### config.mk
export PLATFORM = sky130hd
export DESIGN_NAME = fetch_pc_ctrl
export DESIGN_NICKNAME = d
export VERILOG_FILES = /design/src/rtl/fetch_pc_ctrl_pkg.sv /design/src/rtl/fetch_pc_ctrl_pc_sel.sv /design/src/rtl/fetch_pc_ctrl.sv
export SDC_FILE = /design/constraint.sdc
export NUM_CORES = 1
export LEC_CHECK = 0
export CELL_PAD_IN_SITES_DETAIL_PLACEMENT = 0
export CELL_PAD_IN_SITES_GLOBAL_PLACEMENT = 2
export CORE_ASPECT_RATIO = 0.8
export CORE_MARGIN = 3
export CORE_UTILIZATION = 27
export DETAILED_ROUTE_END_ITERATION = 8
export PLACE_DENSITY_LB_ADDON = 0.15
export SETUP_SLACK_MARGIN = 0.4
export SLEW_MARGIN = 0
export SYNTH_ARGS = -nofsm -noshare
export SYNTH_HDL_FRONTEND = slang
export SYNTH_SLANG_ARGS = --single-unit
### constraint.sdc
create_clock -name clk -period 2.81 [get_ports clk]
set_input_delay 0.843 -clock clk [delete_from_list [all_inputs] [get_ports clk]]
set_output_delay 0.843 -clock clk [all_outputs]
set_load 0.02 [all_outputs]
### src/rtl/fetch_pc_ctrl_pkg.sv
// fetch_pc_ctrl_pkg: shared width, reset vector and FSM state type for the fetch PC sequencer
package fetch_pc_ctrl_pkg;
  localparam int DATA_WIDTH = 32;
  localparam logic [DATA_WIDTH-1:0] RESET_VECTOR = 32'h0000_0000;
  typedef enum logic [1:0] {BOOT, FETCH, WAIT, HOLD} pc_state_e;
endpackage

### src/rtl/fetch_pc_ctrl_pc_sel.sv
// fetch_pc_ctrl_pc_sel: picks pc+4 or redirect target (ports: pc, redirect, target in; pc_plus4, next_pc out)
module fetch_pc_ctrl_pc_sel
  import fetch_pc_ctrl_pkg::*;
#(
  parameter int W = DATA_WIDTH
) (
  input  logic [W-1:0] pc,
  input  logic         redirect,
  input  logic [W-1:0] target,
  output logic [W-1:0] pc_plus4,
  output logic [W-1:0] next_pc
);
  assign pc_plus4 = pc + W'(4);
  assign next_pc  = redirect ? target : pc_plus4;
endmodule

### src/rtl/fetch_pc_ctrl.sv
// fetch_pc_ctrl: fetch-stage PC sequencer; ports clk, rst, stall_i, PCSrc_i, branch_target_addr_i, trap_i, trap_vec_i, imem_ready_i -> imem_req_o, pc_o, pc_plus4_o, flush_o, fetch_valid_o (+ misalign_o when PC_MISALIGN_CHECK_EN)
module fetch_pc_ctrl
  import fetch_pc_ctrl_pkg::*;
#(
  parameter int                    W            = DATA_WIDTH,
  parameter logic [DATA_WIDTH-1:0] RESET_VEC    = RESET_VECTOR
) (
  input  logic         clk,
  input  logic         rst,
  input  logic         stall_i,
  input  logic         PCSrc_i,
  input  logic [W-1:0] branch_target_addr_i,
  input  logic         trap_i,
  input  logic [W-1:0] trap_vec_i,
  input  logic         imem_ready_i,
  output logic         imem_req_o,
  output logic [W-1:0] pc_o,
  output logic [W-1:0] pc_plus4_o,
  output logic         flush_o,
`ifdef PC_MISALIGN_CHECK_EN
  output logic         misalign_o,
`endif
  output logic         fetch_valid_o
);
  pc_state_e state, state_n;
  logic [W-1:0] pc_n, pend_tgt, pend_tgt_n, raw_tgt, tgt, next_pc;
  logic req_n, flush_n, pend_v, pend_v_n, pend_trap, pend_trap_n, redir;
  assign redir = trap_i | PCSrc_i | pend_v;
  // a pending trap outranks a fresh branch; a fresh branch replaces a pending branch
  assign raw_tgt = trap_i ? trap_vec_i : (pend_v && pend_trap) ? pend_tgt : PCSrc_i ? branch_target_addr_i : pend_tgt;
`ifdef PC_MISALIGN_CHECK_EN
  logic misaligned;
  assign misaligned = !(trap_i || (pend_v && pend_trap)) && |raw_tgt[1:0];
  assign tgt = misaligned ? trap_vec_i : raw_tgt;
  always_ff @(posedge clk) misalign_o <= !rst && flush_n && misaligned;
`else
  assign tgt = raw_tgt;
`endif
  fetch_pc_ctrl_pc_sel #(.W(W)) u_pc_sel (
    .pc       (pc_o),
    .redirect (redir),
    .target   (tgt),
    .pc_plus4 (pc_plus4_o),
    .next_pc  (next_pc)
  );
  assign fetch_valid_o = imem_req_o & imem_ready_i & ~flush_o;
  always_comb begin
    state_n     = state;
    pc_n        = pc_o;
    req_n       = imem_req_o;
    flush_n     = 1'b0;
    pend_v_n    = pend_v;
    pend_trap_n = pend_trap;
    pend_tgt_n  = pend_tgt;
    case (state)
      BOOT: begin
        state_n = FETCH;
        req_n   = 1'b1;
      end
      FETCH, WAIT: if (!imem_ready_i) begin
        // address is frozen while the request is outstanding; redirects wait in the pending reg
        state_n = WAIT;
        if (trap_i || (PCSrc_i && !(pend_v && pend_trap))) begin
          pend_v_n    = 1'b1;
          pend_trap_n = trap_i;
          pend_tgt_n  = trap_i ? trap_vec_i : branch_target_addr_i;
        end
      end else begin
        pend_v_n = 1'b0;
        state_n  = (!redir && stall_i) ? HOLD : FETCH;
        req_n    = redir || !stall_i;
        pc_n     = (redir || !stall_i) ? next_pc : pc_o;
        flush_n  = redir;
      end
      HOLD: begin
        state_n = (redir || !stall_i) ? FETCH : HOLD;
        req_n   = redir || !stall_i;
        pc_n    = redir ? next_pc : pc_o;
        flush_n = redir;
      end
      default: state_n = BOOT;
    endcase
  end
  always_ff @(posedge clk) begin
    if (rst) begin
      state      <= BOOT;
      pc_o       <= RESET_VEC;
      imem_req_o <= 1'b0;
      flush_o    <= 1'b0;
      pend_v     <= 1'b0;
      pend_trap  <= 1'b0;
      pend_tgt   <= '0;
    end else begin
      state      <= state_n;
      pc_o       <= pc_n;
      imem_req_o <= req_n;
      flush_o    <= flush_n;
      pend_v     <= pend_v_n;
      pend_trap  <= pend_trap_n;
      pend_tgt   <= pend_tgt_n;
    end
  end
endmodule

# == After elaboration in Yosys (flattened, before gate mapping) ==
# Index checks and enable logic that the tools add are counted.
# totals
out_inout_bits,67
reg_bits,70
in_bits,70
elab_cells,54
# classes
addsub,1
n_reduce_logical,15
n_bitwise,6
eq_ne,6
muxes,19
# ops
cell,n
2-to-1 mux 32 bit,8
one-hot mux 32 bit (2 select lines),1
"adder 32 x 3 -> 32 bit, second input constant",1
2-to-1 mux 2 bit,3
"inequality test 2 bit, second input constant",3
one-hot mux 2 bit (3 select lines),1
"== test 2 bit, second input constant",2
2-to-1 mux 1 bit,4
AND reduction 4 bit,1
nonzero test 2 bit,2
logical AND 1 bit,3
zero test 1 bit,3
one-hot mux 1 bit (3 select lines),1
AND reduction 3 bit,1
AND 1 bit,2
"== test 2 x 1 -> 1 bit, second input constant",1
zero test 2 bit,1
logical OR 1 bit,2
NOT 1 bit,2
bitwise OR 1 bit,2
one-hot mux 1 bit (2 select lines),1
AND reduction 2 bit,1
OR reduction 2 bit,1

# == Longest topological paths before layout ==
# Gate-level depths: netlist (run 1).
# depth
ltp_word,7
ltp_mapped,9
ltp_nobuf,7

# == By module ==
# A second synthesis (run 1) with hierarchy kept.
# unflattened
hier_cells,632
hier_area_um2,5198.7
# by_module_without_submodules
module,seq_area_each_um2,n_inst,area_each_um2,cells_each
fetch_pc_ctrl,1401.3,1,4078.9,460
fetch_pc_ctrl_pc_sel,0.0,1,1119.8,172

# == Worst setup path before layout (run 1) ==
# OpenSTA, ideal clock, no wires.
# synth_path
path_type,reg2out
from,register pc_o[2]
to,output pc_plus4_o[18]
slack_ns,0.075
path_stages_with_launch,7
t_required_ns,1.967
path_buffers,1
arrival_ns,1.892
path_cell_list,dfxtp_1 > ha_1 > nand3_2 > nor3_2 > buf_6 > and3_2 > xor2_1
# synth_between
elab_chain_len,1
# synth_rtl
element,line_no,text
"start, declared",fetch_pc_ctrl.sv:17,"output logic [W-1:0] pc_o,"
"start signal, assigned",fetch_pc_ctrl.sv:95,pc_o <= pc_n;
adder 32 x 3 -> 32 bit,fetch_pc_ctrl_pc_sel.sv:13,assign pc_plus4 = pc + W'(4);
"end, declared",fetch_pc_ctrl.sv:18,"output logic [W-1:0] pc_plus4_o,"
# No other way between the ends.

# == Final worst setup path (run 1) ==
# layout_path
from,register pc_o[2]
to,output pc_plus4_o[30]
# The elaborated chain is that of the path after synthesis.

==> impl_metrics.toml, run 1 <==
[power_and_ir_drop]
p_leak_nw = 3.184
p_comb_share_pct = 28.7
p_sw_share_pct = 30.60
ir_drop_uv = 231.3
clkPwrFrac_pct = 37.7
power_frac_seq_pct = 33.6
pwr_density_cell_nw_per_um2 = 436.3
switching_power_mw = 1.038
p_int_mw = 2.353

[setup_path]
arrival_ns = 1.84
required_ns = 1.97
cpPeakStageDelay_ns = 0.38
path_max_fanout = 5
critPathLaunchType = "flip-flop"
crit_chain = "ha_4 -> nand3_4 -> nor3_4 -> buf_6 -> nand2_1 -> nor2_1 -> xor2_1 -> buf_4"
end_kind = "output pin"
startpoint = "pc_o[2]"
crit_type = "reg -> out"
r2r_start = "pc_o[12]"
cp_slowest_cell = "dfxtp_4"

[route]
drt-total-wl_mm = 19.13
drc = 0
viasPerCell = 5.233
drtPass1Iterations = 5
routed-wl-met2_mm = 9.056
highest_layer = "met4"
wl_met1_mm = 8.603
drt_iter0_markers = 257
ant_nets = 0
wl_per_cell_um = 18.64
wl_met3_mm = 1.100
vias = 5369

[logic_synthesis]
ys_ff_latch = 70
synth_cells = 574
syn-num-nets = 647
netlist_top_cells_area = "dfxtp_1, nand2_1, mux2i_1"
synth_async_sr_flop_share_pct = 0
ys_seq_area_share_pct = 30.62
yosys_warnings = 0
syn_area_sq_um = 4577
synth_edf_count = 0
synth_commonest_cells = "nand2_1, dfxtp_1, nor2_1"
synth.distinct_cells = 69
yosys.cell_count.top_type = "nand2_1"
syn_area_per_cell_sq_um = 7.974
synth_area_leader_cell = "dfxtp_1"
ys.flop_type = "dfxtp_1"
synth_top_area_share_pct = 30.62

[grt]
grt_first_pass_wirelength_mm = 28.96
grt_pass1_vias = 5175
grt_antenna_before_repair = 0
groute.usage.overall_pct = 20.15
overflow = 0
grt_max_degree = 42

[sta]
report.final.slew_viol_count = 0
final.setup.tns_ns = 0
max_freq_mhz = 372.9
whs_ns = 0.4835
worstMarginPinSlew_ns = 0.5352
finalHoldViolations = 0
fin_skew_ns = 0.006911
rsz0062_at_grt = "yes"
setup_viol = 0
fin_ws_ns = 0.1280
slew_headroom_pct = 64.27
fin_crit_ns = 2.682
fin_crit_sh_pct = 95.45

[layout]
syn_to_final_growth_pct = 69.76
fin_area_sq_um = 7770
nNetsFinal = 879
fin_cells = 1026
drive_above_1_share_pct = 33.29
insertedDiodeCount = 0

[clock_network]
cts.path.max_buffers = 2
cts_tree = "built"
clk_latency_ns = 0.35
clk_pin_slew_ns = 0.06
cts_sinks = 70
htreeDepth = 3
numCtsBuffers = 9
clockRootBuffer = "clkbuf_16"

[worst_hold_path]
min_from = "pc_o[0]"
hold_path.class = "reg -> reg"

[floorplan]
die_y_um = 122.5
core-area_sq_um = 16160
die_w_um = 151.6
io_pins = 137
start_util_pct = 28.32
die-area_sq_um = 18560
num_rows = 41

[place]
place_inst = 959
place_area_sq_um = 6753
routabilityCongestion = 0.8381
place_ws_ns = -0.09951
hpwl_mm = 13.67
port_buffers = 136

[status]
status = "complete, no violations"

[run]
cap_violations = 0
-- power groups by stage --
stage	clock, mW	sequential (mW)	combinational (mW)
after floorplan	0	1.20	0.427
after global placement	0	1.15	0.914
after detailed placement	0	1.16	0.924
after CTS	1.31	1.14	0.951
after global routing	1.34	1.15	1.05
final	1.28	1.14	0.975
-- registers in the layout (all words and copies together), names as in the netlist --
register,flops
pc_o,32
pend_tgt,32
flush_o,1
state,2
pend_v,1
pend_trap,1
imem_req_o,1
-- worst paths after layout --
| kind | to | slack (ns) | depth (start not counted) |
|---|---|---|---|
| setup / recovery | pc_plus4_o[30] | 0.13 | 8 |
| hold / removal | pc_o[0] | 0.48 | 2 |
| setup reg to reg | pc_o[13] | 0.55 | 13 |
| hold reg to reg | pc_o[0] | 0.48 | 2 |
-- cells by family after synthesis --
group,after synthesis,share of synthesized area [%]
muxes,30,6.698
buffers and inverters,68,7.846
and+or+nand+nor,204,22.77
adders and majority gates,3,0.8202
xor gates and xnor gates,28,5.358
DFF,70,30.62
AOI/OAI and AO/OA,171,25.89
-- worst max-delay path, delay by kind of cell, from the launching register on --
family                     cells  cell delay (ns)
buffers and inverters          2             0.32
adders and majority gates      1             0.16
xor gates and xnor gates       1             0.15
and+or+nand+nor                4             0.48
DFF                            1             0.38
-- timing repair --
item                       4_1_cts  5_1_grt
gates cloned                     0        1
pin swaps                       22       20
setup buffers                   25       25
hold buffers                     0        0
setup endpoints to repair       37       49
resized for setup              186       44
-- stage by stage --
step	util (%)	power, mW
floorplan	-	1.626
global placement	41.79	2.069
detailed placement	41.79	2.082
CTS	45.64	3.393
global route	48.08	3.543
finish	48.08	3.390
-- routing by layer --
layer | GRT usage, % | vias up
met5 | 0 | -
met4 | 6.622 | 0
met3 | 3.802 | 21
met2 | 32.64 | 165
met1 | 27.09 | 2591
li1 | - | 2592
-- placed cells by master, fill, tap and decap left out, types with 6 or more instances in the layout --
master	count
a311oi_1	19
dfxtp_1	49
a211oi_1	16
a32oi_1	12
or3_1	8
a31oi_1	13
nor2_1	45
o211ai_1	9
nand3_4	9
inv_1	15
xnor2_2	14
dfxtp_2	17
o32ai_1	7
nand2_1	70
mux2i_1	27
buf_6	18
buf_4	141
clkdlybuf4s50_1	101
clkbuf_16	10
nand4_1	6
o21ai_0	33
nand3_1	11
a21oi_1	26
nor3_1	8
-- layout make-up --
type,instances,area [sq um]
Clock buffer,14,295.3
Clock inverter,2,35.03
Fill cell,1580,8389
Inverter,16,60.06
Multi-Input combinational cell,436,3252
Sequential cell,70,1438
Tap cell,215,269.0
Timing Repair Buffer,273,2421
(Power assumes the default switching activity.)
==> run 2, diff against run 1 <==
Settings changed: CAP_MARGIN from default to 25, SETUP_SLACK_MARGIN 0.4 to 0.2.
==> impl_metrics.toml, run 2 (synthesis gave the netlist of run 1 again) <==
[status]
status = "complete, no violations"

[layout]
most-common-layout-cells = "buf_4, clkdlybuf4s50_1, nand2_1, dfxtp_1, nor2_1"
fin_cells = 991
nNetsFinal = 846
final_common_cell = "buf_4"
drive_above_1_share_pct = 28.09
fin_area_sq_um = 7372
syn_to_final_growth_pct = 61.07
fillers = 1618
insertedDiodeCount = 0
fin_util_pct = 45.62
reg_top3 = "pc_o (32), pend_tgt (32), state (2)"

[place]
port_buffers = 136
routabilityCongestion = 0.8561
place_area_sq_um = 6650
hpwl_mm = 13.43
place_inst = 956

[grt]
grt_first_pass_wirelength_mm = 28.41
overflow = 0
grt_antenna_before_repair = 0
groute.usage.overall_pct = 19.90
grt_pass1_vias = 5031
grt_max_degree = 65

[floorplan]
core-area_sq_um = 16160
start_util_pct = 28.32
num_rows = 41
io_pins = 137
die_y_um = 122.5
die_w_um = 151.6
die-area_sq_um = 18560

[power_and_ir_drop]
p_leak_nw = 2.927
ir_drop_uv = 292.1
pwr_density_cell_nw_per_um2 = 436.5
totalPowerFinal_mw = 3.218

[route]
vias = 5171
drt_iter0_markers = 337
drc = 0
drtPass1Iterations = 5
ant_nets = 0
viasPerCell = 5.218
wl_per_cell_um = 18.92
drt-total-wl_mm = 18.75

[sta]
setup_viol = 0
rsz0062_at_grt = "yes"
final.setup.tns_ns = 0
slew_headroom_pct = 69.02
fin_crit_ns = 2.682
fin_skew_ns = 0.004936
fin_crit_sh_pct = 95.43
finalHoldViolations = 0
worstMarginPinSlew_ns = 0.4641
max_freq_mhz = 372.9
report.final.slew_viol_count = 0

[setup_path]
cp_slowest_cell = "dfxtp_4"
end_kind = "output pin"
crit_chain = "ha_4 -> nand3_4 -> nor3_4 -> buf_6 -> and3_2 -> xor2_2 -> buf_4"
critPathLaunchType = "flip-flop"
arrival_ns = 1.84
cpPeakStageDelay_ns = 0.38
crit_type = "reg -> out"
path_max_fanout = 5
required_ns = 1.97
r2r_cells = 8

[worst_hold_path]
hold_path.class = "reg -> reg"
hold_depth = 2

[clock_network]
cts.path.max_buffers = 2
clockRootBuffer = "clkbuf_16"
numCtsBuffers = 9
clk_pin_slew_ns = 0.06
cts_sinks = 70
hold_buffers = 0
htreeDepth = 3
cts_tree = "built"
clk_latency_ns = 0.34

[run]
cap_violations = 0
-- run 2: metrics by stage --
stage	hold WS (ns)	worst slack (ns)
floorplan	0.4741	0.1754
detailed placement	0.4651	-0.1161
global route	0.5087	0.04392
CTS	0.4731	0.04231
finish	0.4680	0.1283
global placement	0.4602	-0.1037
-- run 2: worst paths after layout --
path	slack, ns	to	from
worst max-delay path	0.13	pc_plus4_o[18]	pc_o[3]
worst min-delay path	0.47	pc_o[0]	pc_o[0]
worst max register to register	0.68	pc_o[24]	state[0]
worst min register to register	0.47	pc_o[0]	pc_o[0]
-- run 2: power by group --
| group | switching (mW) | leakage [nW] | internal, mW | total (mW) |
|---|---|---|---|---|
| clock | 0.443 | 0.147 | 0.710 | 1.15 |
| combinational | 0.499 | 2.20 | 0.433 | 0.932 |
| sequential | 0.0593 | 0.579 | 1.07 | 1.13 |
-- run 2: repair_timing --
item                                    4_1_cts  5_1_grt
endpoints found under the setup margin       29       27
gates resized for setup                     174       48
cloned                                        1        0
setup buffers                                 8       12
pin swaps                                    20       24
-- run 2: worst max-delay path, delay by kind of cell (launching register included) --
| family | cells | cell delay [ns] |
|---|---|---|
| xor+xnor | 1 | 0.13 |
| fa+ha+maj | 1 | 0.15 |
| buf+inv | 2 | 0.33 |
| flops | 1 | 0.38 |
| simple gates | 3 | 0.52 |
-- run 2: metal layers --
metal  track usage (%)  share of wire (%)
met1             27.51                 46
met2             31.50                 46
met3             4.245                5.9
met4             5.387                1.7
met5                 0                  0
-- run 2: final cells by class --
cell class                      instances  area, sq um  share of cell area [%]
Inverter                               16        60.06                  0.8147
Clock buffer                           14        294.0                   3.988
Timing Repair Buffer                  240         2172                   29.46
Multi-Input combinational cell        436         3152                   42.75
Sequential cell                        70         1425                   19.33
Tap cell                              215        269.0                   3.649
